--- src/rtl/cache_pkg.sv ---
// Shared definitions for the set-associative cache.
//   state_e : controller FSM states
//   idx_w / tag_w / age_w : widths derived from the cache geometry, so the
//   top and the replacement logic size their fields the same way.
package cache_pkg;

  typedef enum logic [2:0] {
    IDLE      = 3'd0,
    LOOKUP    = 3'd1,
    FILL_REQ  = 3'd2,
    FILL_WAIT = 3'd3,
    WR_REQ    = 3'd4,
    RESP      = 3'd5
  } state_e;

  // Set index bits sit directly above the two byte-offset bits.
  function automatic int idx_w(input int sets);
    return $clog2(sets);
  endfunction

  function automatic int tag_w(input int addr_w, input int sets);
    return addr_w - $clog2(sets) - 2;
  endfunction

  // One age value per way; ages of a set form a permutation of 0..ways-1.
  function automatic int age_w(input int ways);
    return $clog2(ways);
  endfunction

endpackage

--- src/rtl/cache_lru.sv ---
// Replacement logic for one cache set (purely combinational).
// Ports:
//   age_i        current ages of the set's ways (0 = most recently used)
//   valid_i      valid bits of the set's ways
//   hit_way_i    way being touched on a hit
//   use_victim_i 1: the touched way is the victim (fill); 0: hit_way_i
//   age_o        ages after touching the selected way
//   victim_o     lowest-index invalid way, else the way with the oldest age
module cache_lru
  import cache_pkg::*;
#(
  parameter int WAYS = 2
) (
  input  logic [WAYS-1:0][$clog2(WAYS)-1:0] age_i,
  input  logic [WAYS-1:0]                   valid_i,
  input  logic [$clog2(WAYS)-1:0]           hit_way_i,
  input  logic                              use_victim_i,
  output logic [WAYS-1:0][$clog2(WAYS)-1:0] age_o,
  output logic [$clog2(WAYS)-1:0]           victim_o
);

  localparam int AGE_W = age_w(WAYS);
  localparam int WAY_W = $clog2(WAYS);

  logic [WAY_W-1:0] touch_way;

  // Oldest way first, then let any invalid way override it; scanning from
  // the top down leaves the lowest-index invalid way as the final choice.
  always_comb begin
    victim_o = '0;
    for (int i = 0; i < WAYS; i++) begin
      if (age_i[i] == AGE_W'(WAYS - 1)) victim_o = WAY_W'(i);
    end
    for (int i = WAYS - 1; i >= 0; i--) begin
      if (!valid_i[i]) victim_o = WAY_W'(i);
    end
  end

  assign touch_way = use_victim_i ? victim_o : hit_way_i;

  // Touched way becomes youngest; only ways younger than it age by one,
  // which keeps the ages a permutation.
  always_comb begin
    for (int i = 0; i < WAYS; i++) begin
      if (WAY_W'(i) == touch_way)                 age_o[i] = '0;
      else if (age_i[i] < age_i[touch_way])       age_o[i] = age_i[i] + AGE_W'(1);
      else                                        age_o[i] = age_i[i];
    end
  end

endmodule

--- src/rtl/assoc_cache.sv ---
// Write-through, no-write-allocate set-associative cache with LRU replacement.
// Ports:
//   clk, rst            clock; synchronous active-low reset
//   req_*               request: req_valid/req_ready handshake, addr, we, wdata
//   resp_*              one-cycle resp_valid pulse; resp_data/resp_hit held
//   mem_req_*           backing-store request: valid/ready handshake, we, addr, wdata
//   mem_resp_*          backing-store read return (used only while filling)
//   dbg_state           current controller state
// Handshake rule (both request channels): a transfer happens on a rising
// edge where valid && ready; the source holds valid and payload stable
// until that edge.
module assoc_cache
  import cache_pkg::*;
#(
  parameter int ADDR_W = 32,
  parameter int DATA_W = 32,
  parameter int WAYS   = 2,
  parameter int SETS   = 4
) (
  input  logic              clk,
  input  logic              rst,
  input  logic              req_valid,
  output logic              req_ready,
  input  logic [ADDR_W-1:0] req_addr,
  input  logic              req_we,
  input  logic [DATA_W-1:0] req_wdata,
  output logic              resp_valid,
  output logic [DATA_W-1:0] resp_data,
  output logic              resp_hit,
  output logic              mem_req_valid,
  input  logic              mem_req_ready,
  output logic              mem_req_we,
  output logic [ADDR_W-1:0] mem_req_addr,
  output logic [DATA_W-1:0] mem_req_wdata,
  input  logic              mem_resp_valid,
  input  logic [DATA_W-1:0] mem_resp_data,
  output state_e            dbg_state
);

  localparam int IDX_W = idx_w(SETS);
  localparam int TAG_W = tag_w(ADDR_W, SETS);
  localparam int AGE_W = age_w(WAYS);
  localparam int WAY_W = $clog2(WAYS);

  state_e              state_q, state_d;
  logic [ADDR_W-1:0]   addr_q;
  logic                we_q;
  logic [DATA_W-1:0]   wdata_q;
  logic                hit_q;
  logic [DATA_W-1:0]   resp_data_q, resp_data_d;
  logic                resp_hit_q, resp_hit_d;

  logic [WAYS-1:0]              valid_q [SETS];
  logic [WAYS-1:0][AGE_W-1:0]   age_q   [SETS];
  logic [TAG_W-1:0]             tag_q   [SETS][WAYS];
  logic [DATA_W-1:0]            data_q  [SETS][WAYS];

  logic [IDX_W-1:0]           idx;
  logic [TAG_W-1:0]           tag;
  logic                       hit;
  logic [WAY_W-1:0]           hit_way;
  logic [WAY_W-1:0]           victim;
  logic [WAYS-1:0][AGE_W-1:0] age_next;
  logic                       hit_upd, fill_upd, wr_hit_upd;

  assign idx = addr_q[IDX_W+1:2];
  assign tag = addr_q[ADDR_W-1:IDX_W+2];

  always_comb begin
    hit     = 1'b0;
    hit_way = '0;
    for (int w = WAYS - 1; w >= 0; w--) begin
      if (valid_q[idx][w] && (tag_q[idx][w] == tag)) begin
        hit     = 1'b1;
        hit_way = WAY_W'(w);
      end
    end
  end

  cache_lru #(.WAYS(WAYS)) u_lru (
    .age_i        (age_q[idx]),
    .valid_i      (valid_q[idx]),
    .hit_way_i    (hit_way),
    .use_victim_i (state_q == FILL_WAIT),
    .age_o        (age_next),
    .victim_o     (victim)
  );

  always_comb begin
    state_d     = state_q;
    resp_data_d = resp_data_q;
    resp_hit_d  = resp_hit_q;
    hit_upd     = 1'b0;
    fill_upd    = 1'b0;
    wr_hit_upd  = 1'b0;
    case (state_q)
      IDLE:      if (req_valid) state_d = LOOKUP;
      LOOKUP: begin
        if (we_q) begin
          state_d    = WR_REQ;
          hit_upd    = hit;
          wr_hit_upd = hit;
        end else if (hit) begin
          state_d     = RESP;
          resp_data_d = data_q[idx][hit_way];
          resp_hit_d  = 1'b1;
          hit_upd     = 1'b1;
        end else begin
          state_d = FILL_REQ;
        end
      end
      FILL_REQ:  if (mem_req_ready) state_d = FILL_WAIT;
      FILL_WAIT: if (mem_resp_valid) begin
        state_d     = RESP;
        resp_data_d = mem_resp_data;
        resp_hit_d  = 1'b0;
        fill_upd    = 1'b1;
      end
      WR_REQ:    if (mem_req_ready) begin
        state_d     = RESP;
        resp_data_d = wdata_q;
        resp_hit_d  = hit_q;
      end
      RESP:      state_d = IDLE;
      default:   state_d = IDLE;
    endcase
  end

  always_ff @(posedge clk) begin
    if (!rst) begin
      state_q     <= IDLE;
      addr_q      <= '0;
      we_q        <= 1'b0;
      wdata_q     <= '0;
      hit_q       <= 1'b0;
      resp_data_q <= '0;
      resp_hit_q  <= 1'b0;
    end else begin
      state_q     <= state_d;
      resp_data_q <= resp_data_d;
      resp_hit_q  <= resp_hit_d;
      if (state_q == LOOKUP) hit_q <= hit;
      if (req_valid && req_ready) begin
        addr_q  <= req_addr;
        we_q    <= req_we;
        wdata_q <= req_wdata;
      end
    end
  end

  always_ff @(posedge clk) begin
    if (!rst) begin
      for (int s = 0; s < SETS; s++) begin
        valid_q[s] <= '0;
        for (int w = 0; w < WAYS; w++) age_q[s][w] <= AGE_W'(w);
      end
    end else begin
      if (hit_upd || fill_upd) age_q[idx] <= age_next;
      if (fill_upd) valid_q[idx][victim] <= 1'b1;
    end
  end

  // Tag/data contents are qualified by the valid bits, so they need no reset.
  always_ff @(posedge clk) begin
    if (fill_upd) begin
      tag_q[idx][victim]  <= tag;
      data_q[idx][victim] <= mem_resp_data;
    end else if (wr_hit_upd) begin
      data_q[idx][hit_way] <= wdata_q;
    end
  end

  // Gating with rst keeps the handshake outputs low while reset is held.
  assign req_ready     = rst && (state_q == IDLE);
  assign resp_valid    = rst && (state_q == RESP);
  assign resp_data     = resp_data_q;
  assign resp_hit      = resp_hit_q;
  assign mem_req_valid = rst && ((state_q == FILL_REQ) || (state_q == WR_REQ));
  assign mem_req_we    = rst && (state_q == WR_REQ);
  assign mem_req_addr  = addr_q;
  assign mem_req_wdata = wdata_q;
  assign dbg_state     = state_q;

endmodule

--- config.mk ---
export PLATFORM = sky130hd
export DESIGN_NAME = assoc_cache
export DESIGN_NICKNAME = d
export VERILOG_FILES = /design/src/rtl/cache_pkg.sv /design/src/rtl/cache_lru.sv /design/src/rtl/assoc_cache.sv
export SDC_FILE = /design/constraint.sdc
export NUM_CORES = 1
export LEC_CHECK = 0
export BUFFER_PORTS_ARGS = -buffer_cell sky130_fd_sc_hd__buf_2
export CAP_MARGIN = 40
export CORE_UTILIZATION = 43
export CTS_BUF_LIST = sky130_fd_sc_hd__clkbuf_8
export DETAILED_ROUTE_END_ITERATION = 10
export PLACE_DENSITY = 0.64
export SLEW_MARGIN = 20
export SYNTH_ARGS = -nofsm -noshare
export SYNTH_HDL_FRONTEND = slang
export SYNTH_HIERARCHICAL = 1
export SYNTH_SLANG_ARGS = --single-unit
--- constraint.sdc ---
create_clock -name clk -period 13 [get_ports clk]
set_clock_uncertainty 0.15 [all_clocks]
set_input_delay 0.65 -clock clk [delete_from_list [all_inputs] [get_ports clk]]
set_output_delay 0.65 -clock clk [all_outputs]
set_load 0.1 [all_outputs]
==> results_tabular.tex <==
\begin{tabular}{lr}
\hline
Metric & Value \\
\hline
\multicolumn{2}{l}{\textbf{Status}} \\
\quad Result of the run & finished clean \\
\multicolumn{2}{l}{\textbf{Setup path}} \\
\quad Startpoint type of the worst setup path & flop \\
\quad Critical path data required time & approximately 13 ns \\
\quad Critical path fanouts, max & 47 \\
\quad Kind of critical path & reg2reg \\
\quad Critical path capture point type & flop \\
\quad Crit path DAT & about 6.9 ns \\
\multicolumn{2}{l}{\textbf{Clock tree}} \\
\quad TritonCTS clock tree & yes \\
\quad Post-cts resize count & 0 \\
\quad Level count of the clock H-tree & 3 \\
\quad Latest clock arrival within the worst-skew pair & 0.70 ns \\
\quad Post-CTS setup buffers & 0 \\
\quad Total clock buffers created by CTS & a little under 100 \\
\quad Count of hold buffers inserted by post-cts repair & 60 \\
\quad Sink count of the clock tree & 600 \\
\quad Clock Tree Buf Depth & 3 \\
\quad Clock-pin slew reported for the worst setup and hold paths after clock tree synthesis & roughly 0.06 ns \\
\quad Clk root buf & clkbuf\_8 \\
\multicolumn{2}{l}{\textbf{STA}} \\
\quad Setup slack after layout & around 6.3 ns \\
\quad Setup repair after global routing missed its margin & no \\
\quad Headroom to the max-slew limit & 43.7\% \\
\quad Transition time at the pin with the least slew margin & between 0.8 and 0.9 ns \\
\quad Final Hold Fails & 0 \\
\quad Crit path time final & 6.73 ns \\
\quad Fin Setup TNS & 0 ns \\
\quad Setup-failing EPs final & 0 \\
\quad Final Hold Slack & approximately 0.050 ns \\
\quad Max-slew violation total from the final report & 0 \\
\quad Achievable clock frequency & 149 MHz \\
\quad Post-route clock period utilization & about half \\
\multicolumn{2}{l}{\textbf{Placed design}} \\
\quad Placed Area & roughly 0.026 sq mm \\
\quad Placed instance count & approximately 2400 \\
\quad Detailed placement HPWL & about 36000 microns \\
\quad Pre-CTS setup slack & about 6.1 ns \\
\quad Routability congestion estimate & 0.819 \\
\quad Port Buffers & around 210 \\
\multicolumn{2}{l}{\textbf{Floorplan}} \\
\quad Die extent in x & 240 microns \\
\quad Initial standard-cell utilization of the core & 43.4\% \\
\quad Core Area & between 0.05 and 0.06 sq mm \\
\quad Standard-cell row count & 87 \\
\quad I/O pin count & $\sim$210 \\
\quad Die height & approximately 240 microns \\
\quad Overall die area & a little under 0.06 sq mm \\
\multicolumn{2}{l}{\textbf{Finish}} \\
\quad Combined area of the multi-input logic cells & between 0.007 and 0.008 sq mm \\
\quad Syn-to-layout area delta & 18.8\% \\
\quad Sequential Area & $\sim$0.017 sq mm \\
\quad Final cell count without fillers & approximately 2700 \\
\quad Share of layout cells above drive strength 1 & 29.0\% \\
\quad Layout filler cell count & roughly 4700 \\
\quad Total Nets Final & 1917 \\
\quad Post-layout util & $\sim$52\% \\
\quad Final non-filler cell area & roughly 0.029 sq mm \\
\multicolumn{2}{l}{\textbf{Logic synthesis}} \\
\quad Syn Inst Count & 1500 \\
\quad Number of enable-type register cells in the synthesized netlist & 495 \\
\quad Flops \& latches, synth & 600 \\
\quad Netlist area before placement & between 0.02 and 0.025 sq mm \\
\quad Library cells used by synthesis & 56 \\
\quad Post-synthesis sequential area ratio & approximately 70\% \\
\quad Most area-hungry cell type in the Yosys netlist & edfxtp\_1 \\
\quad Post-Synthesis Mean Instance Area & about 16 sq um \\
\quad Yosys warning count & 6 \\
\quad Fraction of synthesized cell area taken by the top area cell type & about three fifths \\
\quad Fraction of synthesis flops using an asynchronous set or reset pin & 0\% \\
\quad Area contributors post-synth & edfxtp\_1, mux4\_2, dfxtp\_1 \\
\quad Synth Flop Type & edfxtp\_1 \\
\quad Synthesized Nets & between 1500 and 2000 \\
\multicolumn{2}{l}{\textbf{Detailed routing}} \\
\quad DRC & 0 \\
\quad Routed wire length & 59500 microns \\
\quad Post-route ant nets & 0 \\
\quad Vias per Instance & 5.46 \\
\quad Routed via count & 14500 \\
\quad Routed wire per std cell & about 22 microns \\
\quad Detailed router's first-iteration violation count & 1217 \\
\quad Number of detailed-route iterations in the first pass & 7 \\
\multicolumn{2}{l}{\textbf{Hold path}} \\
\quad Path class of the lowest-slack min-delay path & in2reg \\
\multicolumn{2}{l}{\textbf{Power and ir drop}} \\
\quad Peak ir drop on the vdd network & just over 0.0001 V \\
\quad Leakage dissipation & 10.0 nW \\
\quad Total power after layout & $\sim$4.5 mW \\
\quad Power per standard cell area & $\sim$160 mW/mm\^{}2 \\
\multicolumn{2}{l}{\textbf{GRT}} \\
\quad Sum of overflow across all layers after global routing & 0 \\
\quad Total routing resource utilization after global routing & 20.8\% \\
\quad Via count of the first global-routing pass & around 15000 \\
\quad Wire length of the first global-routing pass & 88600 microns \\
\quad Antenna violations before repair & 3 \\
\quad Largest net degree at the start of global routing & 78 \\
\multicolumn{2}{l}{\textbf{Job}} \\
\quad Number of maximum-capacitance violations & 0 \\
\hline
\end{tabular}
layer usage:
metal | GRT usage [%] | share of wire [%] | routed length (microns) | vias to the layer above
li1 | - | - | - | 6510
met5 | 0 | 0.020 | 12 | -
met1 | 28.2 | 43 | 25700 | 7388
met3 | 4.42 | 6.6 | 3910 | 94
met2 | 33.2 | 48 | 28700 | 510
met4 | 6.93 | 1.9 | 1140 | 2
cell usage in the layout, fill, tap and decap left out, drive strengths merged, types with 3 or more instances in the layout:
master,n
mux2i,69
dfxtp,105
nand4,9
nor2b,4
mux4,107
a22oi,32
and2,5
o31ai,10
nor2,34
clkinv,35
xor2,7
o21ai,46
nor4,6
dlygate4sd3,60
clkbuf,110
buf,248
inv,51
a21oi,41
or2,5
o21a,33
mux2,72
xnor2,43
nand3,65
nor3,16
or3,3
nand2,145
edfxtp,495
o221ai,4
o22ai,4
nand2b,9
cells in the mapped netlist (all sizes together) (6+ instances only):
cell / count
nand2: 145
a22oi: 32
edfxtp: 495
nand2b: 9
mux2i: 69
o31ai: 10
dfxtp: 105
xnor2: 43
nor2: 34
nor4: 6
inv: 13
mux2: 72
nor3: 16
nand4: 9
o21ai: 46
mux4: 107
buf: 48
a21oi: 41
o21a: 33
nand3: 65
clkbuf: 46
xor2: 7
state kept, by name (all words and copies together), names as in the netlist, named ones only:
name	count
valid_q	8
resp_data	32
we_q	1
tag_q	224
dbg_state	3
mem_req_wdata	32
resp_hit	1
mem_req_addr	32
data_q	256
age_q	8
hit_q	1
worst max-delay path, cell delays in order (launching register included):
cell,delay (ns)
dfxtp_4,0.85
buf_4,0.74
mux2_1,0.41
a222oi_1,0.21
or4b_1,0.49
a2111oi_2,0.44
nand4_1,0.25
nor3b_2,0.31
buf_4,0.65
and3_2,0.67
a31oi_1,0.23
clkbuf_2,0.22
nor2_4,0.44
buf_12,0.25
kinds of logic after synthesis:
group / count (synthesis) / synth area share, %
AOI/OAI and AO/OA: 188 / 5.04
xor gates and xnor gates: 50 / 1.79
buffers and inverters: 108 / 2.07
DFF: 600 / 69.4
muxes: 248 / 16.0
and+or+nand+nor: 306 / 5.68
area by class of cell:
cell class / count / area share, %
antenna: 2 / 0.0172
clock buffer: 109 / 5.16
clock inverter: 73 / 1.15
inverter: 14 / 0.181
multi-input combinational: 792 / 24.4
sequential: 600 / 58.4
tap: 756 / 3.26
timing repair buffer: 309 / 7.43
power breakdown:
group | leakage, nW | switching [mW] | internal (mW)
Clock | 1.07 | 0.742 | 0.771
Combinational | 3.59 | 0.539 | 0.240
Sequential | 5.36 | 0.0944 | 2.14
Total | 10.0 | 1.38 | 3.16
path summary, 6_finish.rpt:
path                        start                to  slack, ns  cells past startpoint
hold / removal       req_addr[31]  mem_req_addr[31]       0.05                      3
hold reg to reg   mem_req_addr[1]   mem_req_addr[1]       0.31                      2
setup / recovery             flop     data_q[1][28]       6.27                     13
setup reg to reg             flop     data_q[1][28]       6.27                     13
Note: power is estimated with default switching activity, not from simulation.
